### config.mk
export PLATFORM = sky130hd
export DESIGN_NAME = mem_lsu
export DESIGN_NICKNAME = d
export VERILOG_FILES = /design/src/rtl/mem_lsu.sv
export SDC_FILE = /design/constraint.sdc
export NUM_CORES = 1
export LEC_CHECK = 0
export BUFFER_PORTS_ARGS = -buffer_cell sky130_fd_sc_hd__clkbuf_2
export CORE_ASPECT_RATIO = 1.4
export CORE_MARGIN = 2
export CORE_UTILIZATION = 45
export CTS_BUF_LIST = sky130_fd_sc_hd__clkbuf_8
export DETAILED_ROUTE_END_ITERATION = 16
export GPL_ROUTABILITY_DRIVEN = 0
export PLACE_DENSITY = 0.78
export SLEW_MARGIN = 20
export SYNTH_ARGS = -nofsm -noshare
export SYNTH_HDL_FRONTEND = slang
export SYNTH_SLANG_ARGS = --single-unit
export TNS_END_PERCENT = 1
### constraint.sdc
create_clock -name clk_i -period 1.9 [get_ports clk_i]
set_clock_uncertainty 0.15 [all_clocks]
set_input_delay 0.285 -clock clk_i [delete_from_list [all_inputs] [get_ports clk_i]]
set_output_delay 0.285 -clock clk_i [all_outputs]
set_load 0.03 [all_outputs]
### src/rtl/mem_lsu.sv
`default_nettype none
// =============================================================================
// Module   : mem_lsu
// Purpose  : Memory-access stage with req/ack data bus, lane steering and load
//            extension; stalls the pipeline while an access is outstanding.
// Revision : 1.0
// =============================================================================
module mem_lsu #(
    parameter int TIMEOUT = 255
) (
    input  logic        clk_i,
    input  logic        rst_ni,
    input  logic [4:0]  ex_wd_i,
    input  logic        ex_wreg_i,
    input  logic [31:0] ex_wdata_i,
    input  logic [3:0]  ex_mem_op_i,
    input  logic [31:0] ex_mem_addr_i,
    input  logic [31:0] ex_mem_sdata_i,
    output logic        dbus_req_o,
    output logic        dbus_we_o,
    output logic [31:0] dbus_addr_o,
    output logic [3:0]  dbus_sel_o,
    output logic [31:0] dbus_wdata_o,
    input  logic [31:0] dbus_rdata_i,
    input  logic        dbus_ack_i,
    output logic [4:0]  mem_wd_o,
    output logic        mem_wreg_o,
    output logic [31:0] mem_wdata_o,
    output logic        stallreq_o,
    output logic        mem_align_err_o,
    output logic        mem_bus_err_o
);

    typedef enum logic [1:0] {
        IDLE = 2'd0,
        REQ  = 2'd1,
        DONE = 2'd2
    } state_t;

    localparam logic [3:0] OP_LB  = 4'd1;
    localparam logic [3:0] OP_LBU = 4'd2;
    localparam logic [3:0] OP_LH  = 4'd3;
    localparam logic [3:0] OP_LHU = 4'd4;
    localparam logic [3:0] OP_LW  = 4'd5;
    localparam logic [3:0] OP_SB  = 4'd9;
    localparam logic [3:0] OP_SH  = 4'd10;
    localparam logic [3:0] OP_SW  = 4'd11;
    localparam logic [7:0] CNT_LAST = 8'(TIMEOUT - 1);

    state_t      state_q, state_d;
    logic        req_q, req_d;
    logic        we_q, we_d;
    logic [31:0] addr_q, addr_d;
    logic [3:0]  sel_q, sel_d;
    logic [31:0] wdata_q, wdata_d;
    logic [31:0] buf_q, buf_d;
    logic [7:0]  cnt_q, cnt_d;
    logic        err_q, err_d;

    logic [1:0]  w_a;
    logic        w_is_load, w_is_store, w_is_byte, w_is_half, w_is_word;
    logic        w_misaligned;
    logic [3:0]  w_lane_sel;
    logic [31:0] w_lane_wdata;
    logic [7:0]  w_byte;
    logic [15:0] w_half;
    logic [31:0] w_load_data;

    assign w_a        = ex_mem_addr_i[1:0];
    assign w_is_load  = (ex_mem_op_i >= OP_LB) && (ex_mem_op_i <= OP_LW);
    assign w_is_store = (ex_mem_op_i >= OP_SB) && (ex_mem_op_i <= OP_SW);
    assign w_is_byte  = (ex_mem_op_i == OP_LB) || (ex_mem_op_i == OP_LBU) || (ex_mem_op_i == OP_SB);
    assign w_is_half  = (ex_mem_op_i == OP_LH) || (ex_mem_op_i == OP_LHU) || (ex_mem_op_i == OP_SH);
    assign w_is_word  = (ex_mem_op_i == OP_LW) || (ex_mem_op_i == OP_SW);
    assign w_misaligned = (w_is_half && w_a[0]) || (w_is_word && (w_a != 2'b00));

    always_comb begin
        w_lane_sel   = 4'b1111;
        w_lane_wdata = ex_mem_sdata_i;
        if (w_is_byte) begin
            w_lane_sel   = 4'b0001 << w_a;
            w_lane_wdata = {4{ex_mem_sdata_i[7:0]}};
        end else if (w_is_half) begin
            w_lane_sel   = w_a[1] ? 4'b1100 : 4'b0011;
            w_lane_wdata = {2{ex_mem_sdata_i[15:0]}};
        end
    end

    // Inputs are still held during DONE, so the lane offset comes from ex_mem_addr.
    assign w_byte = buf_q[{w_a, 3'b000} +: 8];
    assign w_half = w_a[1] ? buf_q[31:16] : buf_q[15:0];

    always_comb begin
        case (ex_mem_op_i)
            OP_LB:   w_load_data = {{24{w_byte[7]}}, w_byte};
            OP_LBU:  w_load_data = {24'd0, w_byte};
            OP_LH:   w_load_data = {{16{w_half[15]}}, w_half};
            OP_LHU:  w_load_data = {16'd0, w_half};
            default: w_load_data = buf_q;
        endcase
    end

    always_ff @(posedge clk_i or negedge rst_ni) begin
        if (!rst_ni) begin
            state_q <= IDLE;
            req_q   <= 1'b0;
            we_q    <= 1'b0;
            addr_q  <= 32'd0;
            sel_q   <= 4'd0;
            wdata_q <= 32'd0;
            buf_q   <= 32'd0;
            cnt_q   <= 8'd0;
            err_q   <= 1'b0;
        end else begin
            state_q <= state_d;
            req_q   <= req_d;
            we_q    <= we_d;
            addr_q  <= addr_d;
            sel_q   <= sel_d;
            wdata_q <= wdata_d;
            buf_q   <= buf_d;
            cnt_q   <= cnt_d;
            err_q   <= err_d;
        end
    end

    always_comb begin
        state_d         = state_q;
        req_d           = req_q;
        we_d            = we_q;
        addr_d          = addr_q;
        sel_d           = sel_q;
        wdata_d         = wdata_q;
        buf_d           = buf_q;
        cnt_d           = cnt_q;
        err_d           = err_q;
        mem_wd_o        = ex_wd_i;
        mem_wreg_o      = ex_wreg_i;
        mem_wdata_o     = ex_wdata_i;
        stallreq_o      = 1'b0;
        mem_align_err_o = 1'b0;
        mem_bus_err_o   = 1'b0;

        case (state_q)
            IDLE: begin
                if (w_is_load || w_is_store) begin
                    mem_wreg_o = 1'b0;
                    if (w_misaligned) begin
                        mem_align_err_o = 1'b1;
                    end else begin
                        stallreq_o = 1'b1;
                        state_d    = REQ;
                        req_d      = 1'b1;
                        we_d       = w_is_store;
                        addr_d     = {ex_mem_addr_i[31:2], 2'b00};
                        sel_d      = w_lane_sel;
                        wdata_d    = w_lane_wdata;
                        cnt_d      = 8'd0;
                        err_d      = 1'b0;
                    end
                end
            end
            REQ: begin
                stallreq_o = 1'b1;
                mem_wreg_o = 1'b0;
                if (dbus_ack_i) begin
                    buf_d   = dbus_rdata_i;
                    req_d   = 1'b0;
                    state_d = DONE;
                end else if (cnt_q == CNT_LAST) begin
                    req_d   = 1'b0;
                    err_d   = 1'b1;
                    state_d = DONE;
                end else begin
                    cnt_d = cnt_q + 8'd1;
                end
            end
            DONE: begin
                state_d       = IDLE;
                err_d         = 1'b0;
                mem_bus_err_o = err_q;
                if (w_is_load && !err_q) begin
                    mem_wdata_o = w_load_data;
                end else begin
                    mem_wreg_o = 1'b0;
                end
            end
            default: state_d = IDLE;
        endcase

        // Pipeline-facing outputs are forced quiet while reset is held.
        if (!rst_ni) begin
            mem_wd_o        = 5'd0;
            mem_wreg_o      = 1'b0;
            mem_wdata_o     = 32'd0;
            stallreq_o      = 1'b0;
            mem_align_err_o = 1'b0;
            mem_bus_err_o   = 1'b0;
        end
    end

    assign dbus_req_o   = req_q;
    assign dbus_we_o    = we_q;
    assign dbus_addr_o  = addr_q;
    assign dbus_sel_o   = sel_q;
    assign dbus_wdata_o = wdata_q;

endmodule
`default_nettype wire

# [Word-level counts from Yosys, hierarchy flattened]
# Cells that the tools add are included.
[word_totals] reg_bits=111 in_bits=141 out_inout_bits=111 word_cells=102
[classes] addsub=1 magnitude_cmp=4 eq_ne=17 n_shift=2 muxes=45 n_bitwise=1 reduce_logical=23
[ops] operator="$mux 32" n=5
[ops] operator="$pmux 32 s4" n=1
[ops] operator="$mux 8" n=4
[ops] operator="$shiftx 32x6->8" n=1
[ops] operator="$mux 1" n=20
[ops] operator="$mux 16" n=1
[ops] operator="$pmux 8 s2" n=1
[ops] operator="$eq 4x4->1 const B" n=3
[ops] operator="$mux 4" n=3
[ops] operator="$ne 2x2->1 const B" n=5
[ops] operator="$reduce_and 5->1" n=2
[ops] operator="$add 8x1->8 const B" n=1
[ops] operator="$eq 4x2->1 const B" n=2
[ops] operator="$eq 4x3->1 const B" n=2
[ops] operator="$eq 8x8->1 const B" n=1
[ops] operator="$mux 2" n=4
[ops] operator="$logic_or 1x1->1" n=7
[ops] operator="$pmux 1 s3" n=2
[ops] operator="$reduce_and 3->1" n=2
[ops] operator="$logic_and 1x1->1" n=5
[ops] operator="$mux 5" n=1
[ops] operator="$eq 4x1->1 const B" n=1
[ops] operator="$ge 4x1->1 const B" n=1
[ops] operator="$ge 4x4->1 const B" n=1
[ops] operator="15 further kinds" n=17

# [Logic depth before layout (Yosys ltp)]
# Gate-level depths: netlist of run 1.
[depth] ltp_word=9 ltp_mapped=9

# [Least setup slack after synthesis of run 1]
# No wires, ideal clock.
[synth_path] path_kind="input -> output" from="input port ex_mem_op_i[2]" to="output port mem_wdata_o[10]" t_arrival_ps=2101 setup_slack_ps=-636 path_stages=8 cell_sequence="buf_6 > buf_6 > a211oi_1 > and4_1 > buf_4 > nand2_4 > buf_2 > o32ai_1"
[synth_between] elab_chain_len=6
[synth_rtl] item="start, declared" line="16" rtl="input logic [3:0] ex_mem_op_i,"
[synth_rtl] item="$ge 4x1->1 / $le 4x3->1 (equally long branches)" line="70" rtl="assign w_is_load = (ex_mem_op_i >= OP_LB) && (ex_mem_op_i <= OP_LW);"
[synth_rtl] item="$logic_and 1x1->1" line="70"
[synth_rtl] item="$logic_and 1x1->1" line="182" rtl="if (w_is_load && !err_q) begin"
[synth_rtl] item="$mux 32 *" line="182"
[synth_rtl] item="$mux 32 *" line="144" rtl="case (state_q)"
[synth_rtl] item="$mux 32 *" line="192" rtl="if (!rst_ni) begin"
[synth_rtl] item="end, declared" line="28" rtl="output logic [31:0] mem_wdata_o,"
# Mark *: on every way between the ends. The rest lies on a longest branch, timed or not.

# [Final worst setup path of run 1]
[layout_path] from="register err_q" to="output port mem_wdata_o[16]"
[layout_between] elab_chain_len=5
[layout_rtl] item="start, declared" line="58" rtl="logic err_q, err_d;"
[layout_rtl] item="start signal, assigned" line="123" rtl="err_q <= err_d;"
[layout_rtl] item="$logic_not 1->1" line="182"
[layout_rtl] item="$logic_and 1x1->1" line="182"
[layout_rtl] item="$mux 32" line="182"
[layout_rtl] item="$mux 32" line="144"
[layout_rtl] item="$mux 32" line="192"
# No other way between the ends.

==> flow_summary.toml, run 1 <==
[run_status]
run_status = "finished, violations left"
violations = "negative setup slack"

[clock_tree]
clock_path_buffers = 2
path_clk_slew_ns = 0.11
cts_made_buffers = 9
cts_htree_levels = 3
insertion_delay_ns = 0.39
cts_sinks = 111
cts_tree = "yes"
clk_root_buffer_cell = "clkbuf_8"

[drt]
wirelength_mm = 22.8
drt-pass1-iter-count = 4
antenna_left = 0
detail_route.iter0.violations = 236
avgRoutedWirePerCell_microns = 19.3
drc = 0
total_number_of_vias = 6523
drt-vias-per-instance = 5.54

[power]
netSwitchingFraction_pct = 46.1
p_comb_share_pct = 54.8
power.clock.fraction_pct = 11.4
p_leak_uw = 0.00477
power.ir.vdd_worst_v = 0.000549
power.switching_uw = 5790
power_density_nw_per_um2 = 1220
seqPwrFrac_pct = 33.8
internal_power_uw = 6750

[setup_path]
largest_fanout_on_the_critical_path = 6
crit_type = "reg -> out"
r2r_cell_count = 6
crit-reg2reg-capture = "cnt_q[5]"
critical_path_arrival_ns = 2.17
cp_data_required_time_ns = 1.46
cp-start-kind = "flip-flop"
cp-end-kind = "primary output"
r2r-start = "state_q[0]"
setup.reg_to_reg.worst_slack_ns = -0.15

[logic_synthesis]
ys_dominant_reg_cell = "dfrtp_1"
yosys-top-cells-area = "dfrtp_1, mux2_2, mux2i_1, mux2_1, o21ai_0"
post_synth_inst_count = 601
synth.yosys.warnings = 0
synth.top_cell.area_share_pct = 44.7
synth.lib_cells_used.distinct = 73
synth_sequential_area_ratio_pct = 44.7
yosysTopAreaCell = "dfrtp_1"
flip_flop_and_latch_count_after_synthesis = 111
async_reset_ff_share_pct = 100
post_synth.cell_area_avg_sq_um = 10.3
synth-edff-count = 0
syn-cell-area_sq_um = 6210

[timing]
setup_tns_ns = -21.45
clock.fmax_mhz = 384
worst-slew-pin-transition_ns = 0.935
final_max_slew_viol_count = 0
rsz0062_at_grt = "true"
worst_slew_margin_rel_pct = 37.5
finalSetupViolations = 41
finalCritPeriodShare_pct = 137
finalCriticalPeriod_ns = 2.60
post-route-worst-setup-slack_ns = -0.704
timing_hold_violations_final = 0

[global_routing]
grt_first_pass_wirelength_mm = 34.5
grt_antenna_before_repair = 0
gr_util_all_layers_pct = 30.6
globalRouteOverflowTotal = 0
via_count_of_the_first_global_routing_pass = 6978
grt_start_max_net_pins = 89

[placed_design]
port_buffers = 249
place.detailed.instances = 1089
dp.final_hpwl_mm = 15.2
place_ws_ns = -0.463

[finish]
area.growth.synth_to_final_pct = 65.7
finalNetCount = 1134
drive_above_1_share_pct = 50.1
layout.core_utilization_pct = 76.5
num_antenna_cells = 0
stdcell_count = 1178

[worst_hold_path]
hold_path.startpoint = "ex_mem_sdata_i[7]"
hold_path_end = "dbus_wdata_o[7]"
hold_depth = 2
worst_hold_path_type = "in -> reg"

[floorplan]
floorplan.die_area_sq_um = 14800
core_area_sq_um = 13500
num_io_pins = 252
initial_utilization_pct = 46.2
dieWidth_microns = 103
fp.dieH_microns = 143
rows = 50

[job]
max_cap_viol_count = 0
## state kept, by name, summed over array words and instances, names as in the netlist
name and cells:
dbus_req_o 1, dbus_addr_o 30, err_q 1, cnt_q 8
buf_q 32, dbus_we_o 1, dbus_sel_o 4, state_q 2
dbus_wdata_o 32
## cell type report
cell class                 count  area, sq um
clock buffer                   9          124
clock inverter                 7         72.6
timing repair buffer         428         3280
sequential                   111         2780
tap                          182          228
inverter                      14         52.6
fill                         845         3160
multi-input combinational    427         3750
## power by group through the flow
stage	clock network, uW	registers [uW]	logic [uW]
6_report	1430	4230	6870
5_1_grt	1530	4350	7320
4_1_cts	1460	4190	6700
3_5_place_dp	0	4240	6240
3_3_place_gp	0	4190	6120
2_1_floorplan	0	5520	2660
## per-layer routing
metal  up-vias  GRT usage, %  wire length (microns)
met5         -             0                      0
met3        87          5.14                   1490
met2       315          57.6                  12300
li1       2980             -                      -
met4         0          17.9                   1220
met1      3141          30.6                   7780
## cell families (layout without fill, tap and decap cells)
group | count (synthesis) | in the layout | share of synthesized area [%]
AOI/OAI and AO/OA | 172 | 172 | 18.8
and+or+nand+nor | 148 | 148 | 12.0
DFF | 111 | 111 | 44.7
muxes | 101 | 101 | 17.9
buffers and inverters | 64 | 458 | 5.76
adders and majority gates | 2 | 2 | 0.403
xor gates and xnor gates | 2 | 2 | 0.282
other | 1 | 2 | 0.0604
## metrics by stage
step / instance area [sq um] / power (uW) / hold slack [ns]
5_1_grt: 10300 / 13200 / 0.0192
3_5_place_dp: 8790 / 10500 / 0.0904
2_1_floorplan: 6680 / 8180 / -0.161
3_3_place_gp: 8790 / 10300 / 0.0922
6_report: 10300 / 12500 / 0.0132
4_1_cts: 10200 / 12300 / 0.000946
## cell usage in the layout, fill, tap and decap left out, drive strengths merged, types with 10 or more instances in the layout
| cell type | count |
|---|---|
| dfrtp | 111 |
| o21ai | 60 |
| nor2 | 38 |
| buf | 118 |
| mux2i | 29 |
| nand2 | 59 |
| o32ai | 22 |
| mux2 | 71 |
| clkbuf | 250 |
| a21oi | 32 |
| inv | 18 |
| dlygate4sd3 | 69 |
| a31oi | 10 |
## cells in the mapped netlist, drive strengths merged, types with 4 or more instances
master  number
clkbuf      18
o21ai       60
a31oi       10
a21o         8
buf         32
a211oi       8
inv         14
or3          5
o32ai       22
nand4        8
nand3        7
a22o         5
and2         6
a21oi       32
nor2        38
o221ai       6
dfrtp      111
nand2       59
mux2i       29
nor3         4
a21boi       5
nor2b        5
mux2        71
## repair_timing
action                                 CTS  global route
endpoints found under the hold margin   89             0
gates resized for setup                107            24
pin swaps                               20             9
hold buffers                            69             0
setup buffers                            3             0
setup endpoints to repair               43            80
gates cloned                             1             0
## worst max-delay path, cell delays in order (launching register included)
cell and delay [ns]:
dfrtp_1 0.41, a211oi_2 0.19, and4_4 0.26, nand2_4 0.08
buf_4 0.18, buf_12 0.15, o32ai_4 0.29, clkbuf_8 0.21
## worst max path at each step
stage	from	endpoint	slack [ns]	cells past startpoint
after detailed placement	ex_mem_op_i[0]	mem_wdata_o[14]	-0.46	7
after CTS	buf_q[31]	mem_wdata_o[16]	-0.71	8
final	err_q	mem_wdata_o[16]	-0.70	7
after floorplan	ex_mem_op_i[2]	mem_wdata_o[30]	-0.31	6
after global routing	buf_q[31]	mem_wdata_o[30]	-0.76	8
after global placement	ex_mem_op_i[0]	mem_wdata_o[14]	-0.46	7
Power figures use the tool's default switching activity.
==> inputs of run 2 (changes only) <==
--- a/config.mk
+++ b/config.mk
@@ -12,7 +12,8 @@
 export CTS_BUF_LIST = sky130_fd_sc_hd__clkbuf_8
 export DETAILED_ROUTE_END_ITERATION = 16
 export GPL_ROUTABILITY_DRIVEN = 0
-export PLACE_DENSITY = 0.78
+export PLACE_DENSITY = 0.75
+export SETUP_SLACK_MARGIN = 0.5
 export SLEW_MARGIN = 20
 export SYNTH_ARGS = -nofsm -noshare
 export SYNTH_HDL_FRONTEND = slang
==> constraint.sdc (replaced) <==
create_clock -name clk_i -period 3.05 [get_ports clk_i]
set_clock_uncertainty 0.15 [all_clocks]
set_input_delay 0.4575 -clock clk_i [delete_from_list [all_inputs] [get_ports clk_i]]
set_output_delay 0.4575 -clock clk_i [all_outputs]
set_load 0.03 [all_outputs]
==> flow_summary.toml, run 2 (synthesized netlist as in run 1, its figures left out) <==
[run_status]
run_status = "finished, final reports clean"

[floorplan]
core_area_sq_um = 13500
fp.dieH_microns = 143
initial_utilization_pct = 46.2
dieWidth_microns = 103
num_io_pins = 252
floorplan.die_area_sq_um = 14800
rows = 50

[setup_path]
cp-end-kind = "primary output"
cp-start-kind = "input port"
cp_data_required_time_ns = 2.44
setup.reg_to_reg.worst_slack_ns = 0.78
largest_fanout_on_the_critical_path = 18
path_common_cell = "clkbuf_2"
r2r_cell_count = 7
cpMaxStageDelayCell = "mux2i_1"
crit_type = "in -> out"
max_stage_delay_ns = 0.37
critical_path_arrival_ns = 2.13
crit_chain = "clkbuf_2 -> buf_4 -> mux2i_1 -> a21oi_1 -> nor3_1 -> a311oi_2 -> a22o_1 -> clkbuf_2"

[job]
max_cap_viol_count = 0

[drt]
wl_met2_mm = 10.0
wirelength_mm = 18.6
drt-met1-wl_mm = 7.14
wl_met3_mm = 1.07
drt-vias-per-instance = 5.55
routed.top_layer = "met4"
detail_route.iter0.violations = 334
total_number_of_vias = 5740
avgRoutedWirePerCell_microns = 18.0
drt-pass1-iter-count = 5
antenna_left = 0
drc = 0

[worst_hold_path]
worst_hold_path_type = "in -> async"

[global_routing]
grt_start_max_net_pins = 78
via_count_of_the_first_global_routing_pass = 5521
grt_antenna_before_repair = 0
gr_util_all_layers_pct = 24.8
globalRouteOverflowTotal = 0
grt_first_pass_wirelength_mm = 28.3

[placed_design]
placed_inst_area_sq_um = 7960
port_buffers = 249
dp.final_hpwl_mm = 13.8

[finish]
area.growth.synth_to_final_pct = 35.6
mostFrequentLayoutCells = "clkbuf_2, dfrtp_1, nand2_1, o21ai_0, mux2_2"
layout.core_utilization_pct = 62.6
postLayoutCellArea_sq_um = 8420
layout_commonest_cell = "clkbuf_2"
num_antenna_cells = 0
drive_above_1_share_pct = 47.8
finalNetCount = 991

[timing]
finalCritPeriodShare_pct = 89.9
worst-slew-pin-transition_ns = 0.613
clock.fmax_mhz = 365
finalCriticalPeriod_ns = 2.74
final_max_slew_viol_count = 0
fin_hold_ws_ns = 0.0823
worst_slew_margin_rel_pct = 59.0
setup_tns_ns = 0
finalSetupViolations = 0
timing_hold_violations_final = 0
rsz0062_at_grt = "true"

[clock_tree]
cts_sinks = 111
insertion_delay_ns = 0.38
cts_made_buffers = 9
path_clk_slew_ns = 0.11
cts_htree_levels = 3
clock_path_buffers = 2
cts_tree = "yes"
clk_root_buffer_cell = "clkbuf_8"

[power]
power_density_nw_per_um2 = 832
p_leak_uw = 0.00396
total_power_uw = 7010
power.ir.vdd_worst_v = 0.000477
==> run 2: cell types whose count changed in the layout (fill, tap and decap cells not counted), sizes merged <==
cell / previous run / this run
clkbuf: 250 / 252
buf: 118 / 41
dlygate4sd3: 69 / 1
inv: 18 / 15
clkinv: 3 / 2
clkinvlp: 0 / 3
==> run 2: report_power, final <==
group	total [uW]	internal, uW	switching, uW	leakage, uW
Combinational	3540	1310	2240	0.00255
Sequential	2630	2160	469	0.00133
Clock	833	299	535	0.0000792
==> run 2: final cells by class <==
| class | instances | area [sq um] |
|---|---|---|
| inverters | 14 | 52.6 |
| flip-flops and latches | 111 | 2780 |
| repair buffers | 285 | 1710 |
| fillers | 1144 | 5030 |
| clock buffers | 9 | 124 |
| well taps | 182 | 228 |
| clock inverters | 6 | 47.5 |
| multi-input cells | 427 | 3480 |
==> run 2: metal layers <==
metal,global-route usage [%],up-vias
met2,44.0,227
met4,8.66,0
li1,-,2691
met5,0,-
met3,3.87,35
met1,30.2,2787
==> run 2: repair_timing <==
item / in CTS / in global routing
hold endpoints to repair: 12 / 0
gates resized for setup: 41 / 22
hold buffers: 1 / 0
pin swaps: 2 / 1
endpoints found under the setup margin: 35 / 35
gates cloned: 1 / 0
buffers inserted: 5 / 0
==> run 2: path summary, 6_finish.rpt <==
path | from | to
setup / recovery | ex_mem_addr_i[1] | mem_wdata_o[14]
hold reg to reg | dbus_addr_o[22] | dbus_addr_o[22]
min in group clk_i | ex_mem_addr_i[22] | dbus_addr_o[22]
setup reg to reg | cnt_q[0] | cnt_q[7]
hold / removal | rst_ni | buf_q[20]
max in group asynchronous | rst_ni | buf_q[23]
==> run 2: critical path, delay by kind of cell <==
| kind | cells | cell delay, ns |
|---|---|---|
| AND/OR/NAND/NOR | 1 | 0.19 |
| AO/OA/AOI/OAI | 3 | 0.42 |
| buffers and inverters | 3 | 0.68 |
| multiplexers | 1 | 0.37 |
==> run 2: stage by stage <==
stage | setup WS, ns | instances
2_1_floorplan | 0.409 | 602
3_3_place_gp | 0.268 | 1012
3_5_place_dp | 0.223 | 1012
4_1_cts | 0.300 | 1034
5_1_grt | 0.228 | 1034
6_report | 0.308 | 1034
